--- config.mk ---
export PLATFORM = sky130hd
export DESIGN_NAME = rsp_merge_arbiter
export DESIGN_NICKNAME = d
export VERILOG_FILES = /design/src/rtl/rsp_merge_arbiter.sv
export SDC_FILE = /design/constraint.sdc
export NUM_CORES = 1
export LEC_CHECK = 0
export ABC_CLOCK_PERIOD_IN_PS = 6890
export CAP_MARGIN = 20
export CELL_PAD_IN_SITES_DETAIL_PLACEMENT = 0
export CELL_PAD_IN_SITES_GLOBAL_PLACEMENT = 2
export CORE_ASPECT_RATIO = 1.2
export CORE_MARGIN = 3
export CORE_UTILIZATION = 47
export CTS_CLUSTER_DIAMETER = 120
export CTS_CLUSTER_SIZE = 20
export DETAILED_ROUTE_END_ITERATION = 16
export PLACE_DENSITY_LB_ADDON = 0.2
export SYNTH_ARGS = -nofsm -noshare
export SYNTH_HDL_FRONTEND = slang
export SYNTH_SLANG_ARGS = --single-unit
--- constraint.sdc ---
create_clock -name i_clk -period 6.89 [get_ports i_clk]
set_input_delay 0.689 -clock i_clk [delete_from_list [all_inputs] [get_ports i_clk]]
set_output_delay 0.689 -clock i_clk [all_outputs]
set_load 0.01 [all_outputs]
--- src/rtl/rsp_merge_arbiter.sv ---
// N-source response merger: per-source DEPTH-entry buffers drained one per cycle into one rsp FIFO port.
// Optional RSP_MERGE_FIXED_PRIO_EN selects fixed priority (source 0 highest) instead of round-robin.
module rsp_merge_arbiter #(
  parameter int NUM_SRC   = 2,
  parameter int RSP_WIDTH = 32,
  parameter int DEPTH     = 4,
  parameter int PTR_WIDTH = 2,
  parameter int SEL_WIDTH = 1
) (
  input  logic                         i_clk,
  input  logic                         i_rst,
  input  logic [NUM_SRC-1:0]           i_src_write_en,
  input  logic [NUM_SRC*RSP_WIDTH-1:0] i_src_data,
  input  logic                         i_rsp_fifo_almost_full,
  input  logic                         i_overflow_clr,
  output logic                         o_rsp_write_en,
  output logic [RSP_WIDTH-1:0]         o_rsp_data,
  output logic [SEL_WIDTH-1:0]         o_rsp_src,
  output logic [NUM_SRC-1:0]           o_src_overflow,
  output logic                         o_buf_empty_all
);

  localparam logic [PTR_WIDTH:0] LP_FULL = (PTR_WIDTH+1)'(DEPTH);

  logic [RSP_WIDTH-1:0] r_mem [NUM_SRC][DEPTH];
  logic [PTR_WIDTH-1:0] r_wr_ptr [NUM_SRC];
  logic [PTR_WIDTH-1:0] r_rd_ptr [NUM_SRC];
  logic [PTR_WIDTH:0]   r_cnt [NUM_SRC];
  logic [PTR_WIDTH:0]   w_cnt_nxt [NUM_SRC];
`ifndef RSP_MERGE_FIXED_PRIO_EN
  logic [SEL_WIDTH-1:0] r_rr_ptr;
`endif

  logic                 w_gnt_vld;
  logic [SEL_WIDTH-1:0] w_gnt_idx;
  logic [RSP_WIDTH-1:0] w_head;
  logic [NUM_SRC-1:0]   w_gnt;
  logic [NUM_SRC-1:0]   w_wr_acc;
  logic [NUM_SRC-1:0]   w_drop;
  logic                 w_all_empty_nxt;
  int                   w_start;
  int                   w_idx;

  // Grant looks only at pre-edge counts, so a same-edge write is never bypassed
  always_comb begin
    w_gnt_vld = 1'b0;
    w_gnt_idx = '0;
    w_head    = '0;
    w_idx     = 0;
`ifdef RSP_MERGE_FIXED_PRIO_EN
    w_start   = 0;
`else
    w_start   = int'(r_rr_ptr);
`endif
    for (int k = 0; k < NUM_SRC; k++) begin
      w_idx = w_start + k;
      if (w_idx >= NUM_SRC) w_idx = w_idx - NUM_SRC;
      if (!w_gnt_vld && !i_rsp_fifo_almost_full && (r_cnt[w_idx] != '0)) begin
        w_gnt_vld = 1'b1;
        w_gnt_idx = SEL_WIDTH'(w_idx);
        w_head    = r_mem[w_idx][r_rd_ptr[w_idx]];
      end
    end
  end

  always_comb begin
    w_all_empty_nxt = 1'b1;
    for (int i = 0; i < NUM_SRC; i++) begin
      w_gnt[i]    = w_gnt_vld && (int'(w_gnt_idx) == i);
      w_wr_acc[i] = i_src_write_en[i] && ((r_cnt[i] != LP_FULL) || w_gnt[i]);
      w_drop[i]   = i_src_write_en[i] && !w_wr_acc[i];
      case ({w_wr_acc[i], w_gnt[i]})
        2'b10:   w_cnt_nxt[i] = r_cnt[i] + 1'b1;
        2'b01:   w_cnt_nxt[i] = r_cnt[i] - 1'b1;
        default: w_cnt_nxt[i] = r_cnt[i];
      endcase
      if (w_cnt_nxt[i] != '0) w_all_empty_nxt = 1'b0;
    end
  end

  // Buffer storage carries no reset; the pointers and counts define validity
  always_ff @(posedge i_clk) begin
    for (int i = 0; i < NUM_SRC; i++) begin
      if (w_wr_acc[i]) r_mem[i][r_wr_ptr[i]] <= i_src_data[i*RSP_WIDTH +: RSP_WIDTH];
    end
  end

  always_ff @(posedge i_clk or posedge i_rst) begin
    if (i_rst) begin
      for (int i = 0; i < NUM_SRC; i++) begin
        r_wr_ptr[i] <= '0;
        r_rd_ptr[i] <= '0;
        r_cnt[i]    <= '0;
      end
`ifndef RSP_MERGE_FIXED_PRIO_EN
      r_rr_ptr        <= '0;
`endif
      o_rsp_write_en  <= 1'b0;
      o_rsp_data      <= '0;
      o_rsp_src       <= '0;
      o_src_overflow  <= '0;
      o_buf_empty_all <= 1'b1;
    end else begin
      for (int i = 0; i < NUM_SRC; i++) begin
        if (w_wr_acc[i]) r_wr_ptr[i] <= r_wr_ptr[i] + 1'b1;
        if (w_gnt[i])    r_rd_ptr[i] <= r_rd_ptr[i] + 1'b1;
        r_cnt[i] <= w_cnt_nxt[i];
      end
`ifndef RSP_MERGE_FIXED_PRIO_EN
      if (w_gnt_vld) r_rr_ptr <= (int'(w_gnt_idx) == NUM_SRC-1) ? '0 : w_gnt_idx + 1'b1;
`endif
      o_rsp_write_en <= w_gnt_vld;
      if (w_gnt_vld) begin
        o_rsp_data <= w_head;
        o_rsp_src  <= w_gnt_idx;
      end
      // A new drop in the same cycle as a clear keeps its bit set
      o_src_overflow  <= w_drop | (o_src_overflow & {NUM_SRC{~i_overflow_clr}});
      o_buf_empty_all <= w_all_empty_nxt && !w_gnt_vld;
    end
  end

endmodule
==> out/metrics.yaml, run 1 <==
timing:
  slew_violations: 0
  relSlewSlack_pct: 30.8
  period_share_pct: 53.2
  finalSetupViolCount: 0
  fmax_mhz: 273
  period_needed_ns: 3.67
  fin_tns_setup_ns: 0
  worstMarginPinSlew_ns: 1.04
  rsz0062_at_grt: "false"
  hold_ws_ns: 0.539
  fin_skew_ns: 0.0181
  timing.final.hold_violations: 0
clock_network:
  clock_path_buffers: 3
  path_clk_slew_ns: 0.08
  hold_buffers: 0
  worstSkewPairLatency_ns: 0.50
  numClockSinks: 308
  cts_resized: 0
  cts_tree: "built"
  cts_buffers: 19
  post_cts_buffers: 0
  cts_max_level: 1
  clockRootBuffer: "clkbuf_16"
grt:
  antenna_found_initial: 0
  overflow: 0
  grtUsageTotal_pct: 20.3
  grt_pass1_vias: 8645
  grt_max_degree: 60
  grt_pass1_wl_um: 49400
cells_and_area:
  diodes: 0
  nets: 1037
  synthToLayoutAreaGrowth_pct: 14.0
  seq_area_um2: 9000
  multi_input_area_um2: 4560
  fillers: 2363
  postLayoutCellArea_um2: 15800
  final_common_cell: "edfxtp_1"
  drive_gt1_share_pct: 14.5
  layout_common_cells: "edfxtp_1, clkdlybuf4s50_1, mux2i_1"
yosys:
  seq_area_frac_synth_pct: 64.7
  postSynthCellCount: 870
  syn_nets: 952
  ys.flop_type: "edfxtp_1"
  synth_edf_count: 256
  synth.cell_area_um2: 13900
  avgSynthCellArea_um2: 16.0
  async_flop_share_pct: 16.9
  ys_types: 51
  synth_seq_cells: 308
  ys_warn_count: 0
setup_path:
  cp.required_ns: 7.26
  critical_path_class: "flop to flop"
  path_buf_inv: 2
  crit_path_max_fanout: 59
  cpPeakStageDelay_ns: 0.89
  crit_chain: "buf_4 > nand2b_1 > and2_1 > buf_4 > mux4_2 > mux2i_1 > o22ai_1"
  worst_ep_arrival_time_ns: 4.04
  cp_top_family: "buffers and inverters"
  r2r_start: "r_rr_ptr$_DFFE_PP0P_"
  cp-start-kind: "flop"
  cp_common_cell: "buf_4"
  crit_start: "r_rr_ptr$_DFFE_PP0P_"
  end_kind: "flop"
  slowest_stage: "dfrtp_4"
drt:
  drt-initial-drc-count: 537
  wl_per_cell_um: 23.9
  post-route-drc-count: 0
  routed_wl_um: 32300
  antenna_left: 0
  avgViaCountPerCell: 5.98
  vias: 8091
  dr.pass1.iters: 5
floorplan:
  pin_count: 107
  coreArea_um2: 28900
  start_util_pct: 48.0
  die_h_um: 194
  die_width_um: 163
  fp.dieArea_um2: 31700
  row_count: 68
hold_path:
  hold_path.startpoint: "o_rsp_src$_DFFE_PP0P_"
  hold_class: "flop to flop"
power:
  ir_worst_vdd_v: 0.000245
  p_per_area_nw_per_um2: 442
  power_uw: 6990
  power.leakage_uw: 0.00545
placement:
  dpl_cell_area_um2: 15300
  io_buffers: 106
  place_hpwl_um: 19700
  gp_congestion: 0.774
outcome:
  status: "complete, no violations"
job:
  maxCapViolCount: 0
-- sequential cells by signal, indices dropped and copies added (netlist names), 2 cells and up --
register and flops:
r_rd_ptr 4, r_wr_ptr 4, o_src_overflow 2, o_rsp_data 32, r_cnt 6, r_mem 256
-- per-stage QoR --
step	utilization (%)	std cells	setup WS [ns]
floorplan	-	870	4.00
global placement	52.8	1319	3.12
detailed placement	52.8	1319	3.01
CTS	54.7	1352	3.23
global route	54.7	1352	3.00
finish	54.7	1352	3.22
-- kinds of logic after synthesis --
group	count (synthesis)	synth area share, %
flops	308	64.7
mux	163	17.4
compound gates	161	7.95
simple gates	142	5.50
buf+inv	72	2.46
xor+xnor	12	0.757
fa+ha+maj	12	1.19
-- cell usage after synthesis (all sizes together) (21+ instances only) --
| master | n | area, µm² |
|---|---|---|
| o22ai | 34 | 213 |
| mux2 | 29 | 327 |
| dfrtp | 51 | 1280 |
| nor2 | 33 | 124 |
| edfxtp | 256 | 7690 |
| nand2 | 26 | 97.6 |
| mux2i | 74 | 741 |
| mux4 | 60 | 1350 |
| clkbuf | 21 | 78.8 |
| o21ai | 36 | 180 |
| buf | 40 | 221 |
-- worst paths after layout --
check	cells past startpoint	endpoint	slack, ns
worst min-delay path	1	o_rsp_src$_DFFE_PP0P_	0.54
max in group asynchronous	3	r_rr_ptr$_DFFE_PP0P_	5.54
worst max-delay path	7	o_rsp_data[24]$_DFFE_PP0P_	3.22
worst min register to register	1	o_rsp_src$_DFFE_PP0P_	0.54
min in group asynchronous	3	o_src_overflow[0]$_DFF_PP0_	0.74
worst max register to register	7	o_rsp_data[24]$_DFFE_PP0P_	3.22
-- area by class of cell --
class                           count  area share (%)
Timing Repair Buffer              125            7.60
Sequential cell                   308            56.9
Clock buffer                       32            3.31
Clock inverter                      1           0.103
Tap cell                          385            3.04
Multi-Input combinational cell    490            28.8
Inverter                           11           0.261
-- per-layer routing --
metal | wire, µm | track usage (%) | part of all wire [%]
met4 | 816 | 6.11 | 2.5
met2 | 17000 | 36.5 | 53
met3 | 1770 | 3.15 | 5.5
met5 | 0 | 0 | 0
met1 | 12700 | 25.3 | 39
-- power by group --
part	total (µW)	leakage (µW)	internal, µW	switching [µW]
Sequential	2880	0.00295	2530	352
Clock	1100	0.000256	525	573
Combinational	3010	0.00224	1420	1590
Total	6990	0.00545	4480	2510
No activity file was read; power rests on OpenSTA's default activity.
==> run 2, diff against run 1 <==
- ABC_CLOCK_PERIOD_IN_PS: 6890 -> 3550
- CORE_UTILIZATION: 47 -> 43
- clock period: 6.89 -> 3.55 ns (I/O delays scaled with it)
==> run 2 against run 1 <==
Against the previous run: routed wire length grew 4.0%; die area grew 9.0%; largest cell class unchanged; power grew 98%; combinational power grew 100%; sequential cell count is the same; worst setup slack lost 2.9 ns.
==> out/metrics.yaml, run 2 (synthesis results as in run 1) <==
cells_and_area:
  nets: 1052
  drive_gt1_share_pct: 16.8
  final_cell_count_no_fill: 1384
  synthToLayoutAreaGrowth_pct: 15.7
  largest_reg_flops: 256
  final_common_cell: "edfxtp_1"
  layout_common_cells: "edfxtp_1, clkdlybuf4s50_1, mux2i_1"
  fillers: 2690
  seq_area_um2: 9000
  final_core_util_pct: 50.8
  diodes: 0
  multi_input_area_um2: 4580
clock_network:
  hold_buffers: 0
  clock_path_buffers: 3
  cts_buffers: 19
  clockRootBuffer: "clkbuf_16"
  cts_resized: 0
  path_clk_slew_ns: 0.09
  numClockSinks: 308
  post_cts_buffers: 0
  worstSkewPairLatency_ns: 0.52
  cts_max_level: 1
  cts_tree: "built"
timing:
  fin_skew_ns: 0.0217
  slew_violations: 0
  finalSetupViolCount: 0
  period_needed_ns: 3.22
  timing.final.hold_violations: 0
  worstMarginPinSlew_ns: 1.07
  fmax_mhz: 310
  rsz0062_at_grt: "false"
  fin_tns_setup_ns: 0
  period_share_pct: 90.7
  relSlewSlack_pct: 28.4
setup_path:
  crit_start: "r_cnt[0]$_DFF_PP0_"
  crit_path_max_fanout: 5
  r2r_start: "r_cnt[0]$_DFF_PP0_"
  cp-start-kind: "flop"
  cpPeakStageDelay_ns: 0.48
  worst-r2r-cell-count: 11
  rr_endpoint: "o_buf_empty_all$_DFF_PP1_"
  reg2reg_slack_ns: 0.33
  path_buf_inv: 1
  critical_path_class: "flop to flop"
  crit_chain: "or3_1 > and2_1 > o211ai_1 > and2_1 > inv_1 > ha_1 > fa_1 > mux2_2 > nor2_1 > nand4b_1 > nor4_1"
  cp.required_ns: 3.97
  worst_ep_arrival_time_ns: 3.64
  end_kind: "flop"
  slowest_stage: "dfrtp_1"
  cp_common_cell: "and2_1"
  cp_top_family: "simple AND/OR/NAND/NOR gates"
power:
  ir_worst_vdd_v: 0.000379
  p_per_area_nw_per_um2: 861
  power_uw: 13800
  power.leakage_uw: 0.00554
floorplan:
  die_h_um: 203
  die_width_um: 170
  row_count: 71
  start_util_pct: 43.9
  fp.dieArea_um2: 34500
  coreArea_um2: 31600
  pin_count: 107
drt:
  antenna_left: 0
  drt-initial-drc-count: 510
  vias: 8046
  avgViaCountPerCell: 5.81
  dr.pass1.iters: 5
  post-route-drc-count: 0
  wl_per_cell_um: 24.3
  routed_wl_um: 33600
grt:
  overflow: 0
  grt_pass1_wl_um: 50500
  antenna_found_initial: 3
  grtUsageTotal_pct: 19.2
  grt_max_degree: 90
  grt_pass1_vias: 8218
placement:
  gp_congestion: 0.775
  place_inst: 1350
  io_buffers: 106
  place_hpwl_um: 20900
job:
  maxCapViolCount: 0
outcome:
  status: "complete, no violations"
hold_path:
  hold_class: "input pin to asynchronous set/reset pin"
==> run 2: worst max path at each step <==
| stage | end | slack, ns | cells after the start |
|---|---|---|---|
| floorplan | o_buf_empty_all$_DFF_PP1_ | 0.66 | 12 |
| global placement | o_buf_empty_all$_DFF_PP1_ | 0.46 | 11 |
| detailed placement | o_buf_empty_all$_DFF_PP1_ | 0.35 | 11 |
| CTS | o_buf_empty_all$_DFF_PP1_ | 0.32 | 11 |
| global route | o_buf_empty_all$_DFF_PP1_ | 0.001 | 11 |
| finish | o_buf_empty_all$_DFF_PP1_ | 0.33 | 11 |
==> run 2: report_power, final <==
| group | switching, µW | total (µW) | internal (µW) |
|---|---|---|---|
| Sequential | 680 | 5590 | 4910 |
| Clock | 1170 | 2200 | 1030 |
| Combinational | 3130 | 6040 | 2920 |
==> run 2: cell type report <==
type                    instances  area share, %
clock buffers                  32           3.26
clock inverters                 2          0.156
inverters                      11          0.257
multi-input cells             490           28.5
flip-flops and latches        308           56.0
well taps                     401           3.12
repair buffers                140           8.66
==> run 2: worst register-to-register path: stages, from the launching register on <==
cell,delay (ns)
dfrtp_1,0.48
or3_1,0.45
and2_1,0.25
o211ai_1,0.31
and2_1,0.24
inv_1,0.06
ha_1,0.22
fa_1,0.43
mux2_2,0.28
nor2_1,0.09
nand4b_1,0.09
nor4_1,0.22
==> run 2: metal layers <==
metal	global-route usage [%]	up-vias	wire length, µm
li1	-	3658	-
met1	26.1	4175	14700
met2	33.6	171	17000
met3	2.90	36	1460
met4	3.07	6	394
met5	0	-	34
==> run 2: stage by stage <==
step | setup WS, ns | instance area, µm² | hold slack (ns)
floorplan | 0.659 | 13900 | 0.454
global placement | 0.464 | 15500 | 0.509
detailed placement | 0.349 | 15500 | 0.508
CTS | 0.320 | 16100 | 0.361
global route | 0.00117 | 16100 | 0.400
finish | 0.329 | 16100 | 0.342
==> run 3, diff against run 2 <==
- GPL_ROUTABILITY_DRIVEN: unset -> 0
==> results of run 3 <==
The final DEF is identical to that of run 2; final timing and power are the same.
==> variant 1: new RTL, settings of run 2 <==
Put one more register stage on the output `o_src_overflow`, cleared by the reset. The value now appears one clock later. The other outputs are not delayed to match.
--- a/src/rtl/rsp_merge_arbiter.sv
+++ b/src/rtl/rsp_merge_arbiter.sv
@@ -23,2 +23,4 @@
   localparam logic [PTR_WIDTH:0] LP_FULL = (PTR_WIDTH+1)'(DEPTH);
+
+  logic [NUM_SRC-1:0] o_src_overflow_s0;
 
@@ -100,3 +102,3 @@
       o_rsp_src       <= '0;
-      o_src_overflow  <= '0;
+      o_src_overflow_s0 <= '0;
       o_buf_empty_all <= 1'b1;
@@ -117,3 +119,3 @@
       // A new drop in the same cycle as a clear keeps its bit set
-      o_src_overflow  <= w_drop | (o_src_overflow & {NUM_SRC{~i_overflow_clr}});
+      o_src_overflow_s0 <= w_drop | (o_src_overflow_s0 & {NUM_SRC{~i_overflow_clr}});
       o_buf_empty_all <= w_all_empty_nxt && !w_gnt_vld;
@@ -122,2 +124,10 @@
 
+  always_ff @(posedge i_clk or posedge i_rst) begin
+    if (i_rst) begin
+      o_src_overflow <= '0;
+    end else begin
+      o_src_overflow <= o_src_overflow_s0;
+    end
+  end
+
 endmodule
Function: changed (Yosys sat finds a counterexample within 10 cycles, from zero or initial values and one cycle with i_rst high).
==> variant 1 against run 2 <==
- power shrank 4.6%
- sequential cell count grew 2
- worst hold slack gained 0.0017 ns
- sequential share of layout area grew 1.8 points
- sequential power grew 1%
- area after synthesis shrank 3.1%
- core utilization grew 0.20 points
- cell count shrank 8.2%
- final area shrank 2.7%
- wire length shrank 3.8%
- worst setup slack lost 0.047 ns
- synthesized cell count shrank 14%
- maximum frequency shrank 1.4%
==> variant 1: results (changes against run 2) <==
Placed design
  • Dpl cell area: 15,100 um2 (was 15,500 um2)
  • Dpl ws: 0.345 ns (was 0.349 ns)
  • Placer congestion estimate: 0.776 (was 0.775)
  • Post-DP HPWL: 21.2 mm (was 20.9 mm)
  • Dpl cells: 1,238 (was 1,350)

Final layout
  • Fin nets: 944 (was 1,052)
  • Layout area overhead: 16.1% (was 15.7%)
  • Share of cells above drive strength 1: 17.6% (was 16.8%)
  • Filler cells: 2,515 (was 2,690)

Outcome
  • Status: finished clean (unchanged)

Route
  • Initial drt markers: 453 (was 510)
  • Routed wire length per instance: 25.4 um (was 24.3 um)
  • Final wirelength: 32.3 mm (was 33.6 mm)
  • Post-DR vias/cell: 5.79 (was 5.81)

Yosys
  • Synth cell count leaders: edfxtp_1, mux2i_1, mux4_2 (unchanged)
  • Register area share after synthesis: 67.2% (was 64.7%)
  • Share of flip-flops with an asynchronous set or reset: 17.4% (was 16.9%)
  • Syn_nets: 830 (was 952)
  • Unique masters post-synth: 54 (was 51)
  • Syn Inst Count: 749 (was 870)
  • Dominant cells by area after synthesis: edfxtp_1, mux4_2, dfrtp_1 (unchanged)

Setup path
  • Data arrival, critical path: 3.68 ns (was 3.64 ns)
  • R2r setup slk: 0.28 ns (was 0.33 ns)
  • Crit Path Max Fanout: 9 (was 5)

Power
  • Leakage: 0.00544 uW (was 0.00554 uW)
  • IR Drop Worst-Case VDD: 0.493 mV (was 0.379 mV)
  • Switching pwr: 4530 uW (was 4980 uW)
  • Sequential power share: 43.0% (was 40.4%)
  • Clock group total power: 2160 uW (was 2200 uW)
  • Sw Share: 34.4% (was 36.0%)

STA
  • Setup Skew: 0.0176 ns (was 0.0217 ns)
  • Hold slack: 0.344 ns (was 0.342 ns)
  • Worst slew margin: 39.9% (was 28.4%)

Global route
  • Number of global-route vias before repair: 8,228 (was 8,218)
  • First-pass GRT wire length: 49.4 mm (was 50.5 mm)
  • All-Layer GR Usage: 19.4% (was 19.2%)
  • Initial antenna violation count: 0 (was 3)
  • Pin count of the biggest net entering global routing: 47 (was 90)

Clock network
  • Clk root buf: clkbuf_16 (unchanged)
  • Clk pin slew, worst setup/hold paths: 0.09 ns (about the same)
## variant 1: per-layer routing
metal | share of wire [%] | up-vias | GRT usage, %
li1 | - | 3274 | -
met1 | 40 | 3859 | 24.1
met2 | 54 | 183 | 36.1
met3 | 4.2 | 42 | 2.80
met4 | 1.9 | 0 | 4.58
met5 | 0 | - | 0
## variant 1: how the worst max path moves through the flow
stage,endpoint,slack [ns]
3_3_place_gp,o_buf_empty_all$_DFF_PP1_,0.39
3_5_place_dp,o_buf_empty_all$_DFF_PP1_,0.35
2_1_floorplan,o_buf_empty_all$_DFF_PP1_,0.61
6_report,o_buf_empty_all$_DFF_PP1_,0.28
5_1_grt,o_buf_empty_all$_DFF_PP1_,0.06
4_1_cts,o_buf_empty_all$_DFF_PP1_,0.30
## variant 1: area by class of cell
class | instances | area share [%]
sequential | 310 | 57.9
clock buffer | 32 | 3.35
multi-input combinational | 382 | 26.9
tap | 396 | 3.17
timing repair buffer | 138 | 8.32
inverter | 12 | 0.288
clock inverter | 1 | 0.0720
## variant 1: critical path: stages (launching register included)
cell,delay [ns]
dfrtp_1,0.49
or3_1,0.43
a21oi_1,0.24
o21a_1,0.33
inv_1,0.09
ha_1,0.23
fa_1,0.39
xnor2_1,0.17
nor2_1,0.08
xor2_1,0.16
or3_1,0.38
nor4_1,0.19
## variant 1: cell families (layout without fill, tap and decap cells)
family / after synthesis / in the layout / synth area share, %
DFF: 310 / 310 / 67.2
buffers and inverters: 57 / 183 / 1.92
xor gates and xnor gates: 11 / 11 / 0.716
and+or+nand+nor: 85 / 85 / 3.00
AOI/OAI and AO/OA: 91 / 91 / 4.81
adders and majority gates: 11 / 11 / 1.13
muxes: 184 / 184 / 21.3
==> variant 2: new RTL, settings of run 2 <==
Without the edit above. The option `RSP_MERGE_FIXED_PRIO_EN` is turned on by a define.
--- a/src/rtl/rsp_merge_arbiter.sv
+++ b/src/rtl/rsp_merge_arbiter.sv
@@ -2,2 +2,4 @@
 // Optional RSP_MERGE_FIXED_PRIO_EN selects fixed priority (source 0 highest) instead of round-robin.
+`define RSP_MERGE_FIXED_PRIO_EN
+
 module rsp_merge_arbiter #(
Function: changed (Yosys sat finds a counterexample within 4 cycles, from zero or initial values and one cycle with i_rst high).
==> variant 2 against run 2 <==
- power shrank 23%
- area after synthesis down 16%
- wire length down 27%
- sequential power shrank 2%
- clock power shrank 3%
- sequential cell count down 1
- worst setup slack better by 0.50 ns
- final area decreased by 14%
- critical path type unchanged
- critical endpoint unchanged
==> variant 2: results (changes against run 2) <==
Yosys
  • Register area share after synthesis: 76.7% (was 64.7%)
  • Synth cell count leaders: edfxtp_1, nand2_1, mux4_2 (was edfxtp_1, mux2i_1, mux4_2)
  • Dominant cells by area after synthesis: edfxtp_1, mux4_2, dfrtp_1 (unchanged)
  • Share of flip-flops with an asynchronous set or reset: 16.6% (was 16.9%)
  • Syn. warnings: 0 (unchanged)
  • Unique masters post-synth: 42 (was 51)
  • Syn_nets: 670 (was 952)
  • Post-synth EDFFs: 256 (unchanged)

Route
  • Routed wire length per instance: 23.3 um (was 24.3 um)
  • Post-DR vias/cell: 5.46 (was 5.81)
  • Initial drt markers: 368 (was 510)
  • DRT Pass-1 Iters: 6 (was 5)

Setup path
  • Reg2reg path depth: 12 (was 11)
  • Reg2reg start: r_cnt[3]$_DFF_PP0_ (was r_cnt[0]$_DFF_PP0_)
  • Crit Path Max Fanout: 6 (was 5)
  • R2r endpoint: o_buf_empty_all$_DFF_PP1_ (unchanged)
  • Data arrival, critical path: 3.15 ns (was 3.64 ns)
  • R2r setup slk: 0.83 ns (was 0.33 ns)

Placed design
  • Dpl ws: 0.547 ns (was 0.349 ns)
  • # port buffers: 106 (unchanged)
  • Dpl cell area: 13,200 um2 (was 15,500 um2)
  • Post-DP HPWL: 14.6 mm (was 20.9 mm)
  • Placer congestion estimate: 0.739 (was 0.775)

Final layout
  • N_diodes: 0 (unchanged)
  • Filler cells: 2,174 (was 2,690)
  • Max FFs per register: 256 (unchanged)
  • Share of cells above drive strength 1: 17.1% (was 16.8%)
  • Fin nets: 781 (was 1,052)

Clock network
  • Clk root buf: clkbuf_16 (unchanged)
  • Post-CTS sizing: 0 (unchanged)
  • H-tree depth: 1 (unchanged)
  • CTS max path bufs: 3 (unchanged)
  • TritonCTS Buffers: 19 (unchanged)
  • Post-CTS Setup Repair Bufs: 0 (unchanged)
  • Worst-Skew Late Latency: 0.50 ns (was 0.52 ns)
  • Clk pin slew, worst setup/hold paths: around 0.080 ns

Power
  • IR Drop Worst-Case VDD: 0.379 mV (about the same)
  • Leakage: 0.00471 uW (was 0.00554 uW)

STA
  • Setup Skew: 0.0195 ns (was 0.0217 ns)
  • Slew @ Worst Pin: 1.06 ns (was 1.07 ns)

Worst hold path
  • Hold Path Class: in -> async (unchanged)

Global route
  • Number of global-route vias before repair: 6,171 (was 8,218)
  • Initial antenna violation count: 0 (was 3)
  • First-pass GRT wire length: 37.6 mm (was 50.5 mm)
  • All-Layer GR Usage: 17.0% (was 19.2%)
  • Pin count of the biggest net entering global routing: 35 (was 90)

Outcome
  • Status: finished clean (unchanged)
-- variant 2: layout make-up --
cell class	instances	area, um2	share of cell area [%]
clock buffers	32	524	3.82
clock inverters	2	25.0	0.182
inverters	16	60.1	0.437
multi-input cells	234	2510	18.3
flip-flops and latches	307	8970	65.3
well taps	335	419	3.05
repair buffers	122	1230	8.96
-- variant 2: cell families after synthesis --
group,share of synthesized area (%)
buf+inv,1.90
simple gates,3.88
compound gates,2.72
fa+ha+maj,1.31
mux,12.5
flops,76.7
xor+xnor,0.974
-- variant 2: worst max-delay path by stage --
stage | start | end | slack [ns] | depth (start not counted)
after global placement | i_rsp_fifo_almost_full | o_buf_empty_all$_DFF_PP1_ | 0.59 | 12
after global routing | r_cnt[3]$_DFF_PP0_ | o_buf_empty_all$_DFF_PP1_ | 0.62 | 12
after floorplan | r_cnt[5]$_DFF_PP0_ | o_buf_empty_all$_DFF_PP1_ | 0.84 | 13
final | r_cnt[3]$_DFF_PP0_ | o_buf_empty_all$_DFF_PP1_ | 0.83 | 12
after detailed placement | i_rsp_fifo_almost_full | o_buf_empty_all$_DFF_PP1_ | 0.55 | 12
after CTS | r_cnt[3]$_DFF_PP0_ | o_buf_empty_all$_DFF_PP1_ | 0.85 | 12
-- variant 2: per-layer routing --
metal,global-route usage [%],wire length [um],up-vias
met1,23.7,10200,3025
met3,2.44,1120,27
met4,3.07,307,0
li1,-,-,2538
met2,29.0,12800,137
met5,0,0,-
-- variant 2: stage by stage --
| stage | hold slack [ns] | cells |
|---|---|---|
| global placement | 0.458 | 1014 |
| CTS | 0.203 | 1048 |
| global route | 0.210 | 1048 |
| floorplan | 0.454 | 589 |
| detailed placement | 0.462 | 1014 |
| finish | 0.203 | 1048 |
-- variant 2: worst max-delay path, cell delays in order (launching register included) --
cell     delay [ns]
dfrtp_1        0.44
inv_1          0.13
nand4_1        0.23
and2_1         0.28
inv_1          0.06
ha_1           0.17
inv_1          0.06
fa_1           0.37
xor2_1         0.15
nor2_1         0.12
xor2_1         0.10
or4_1          0.43
nor3_2         0.12
-- variant 2: power breakdown --
part / internal, uW / switching (uW)
Sequential: 4830 / 644
Clock: 1030 / 1120
Combinational: 1610 / 1440
Total: 7470 / 3200
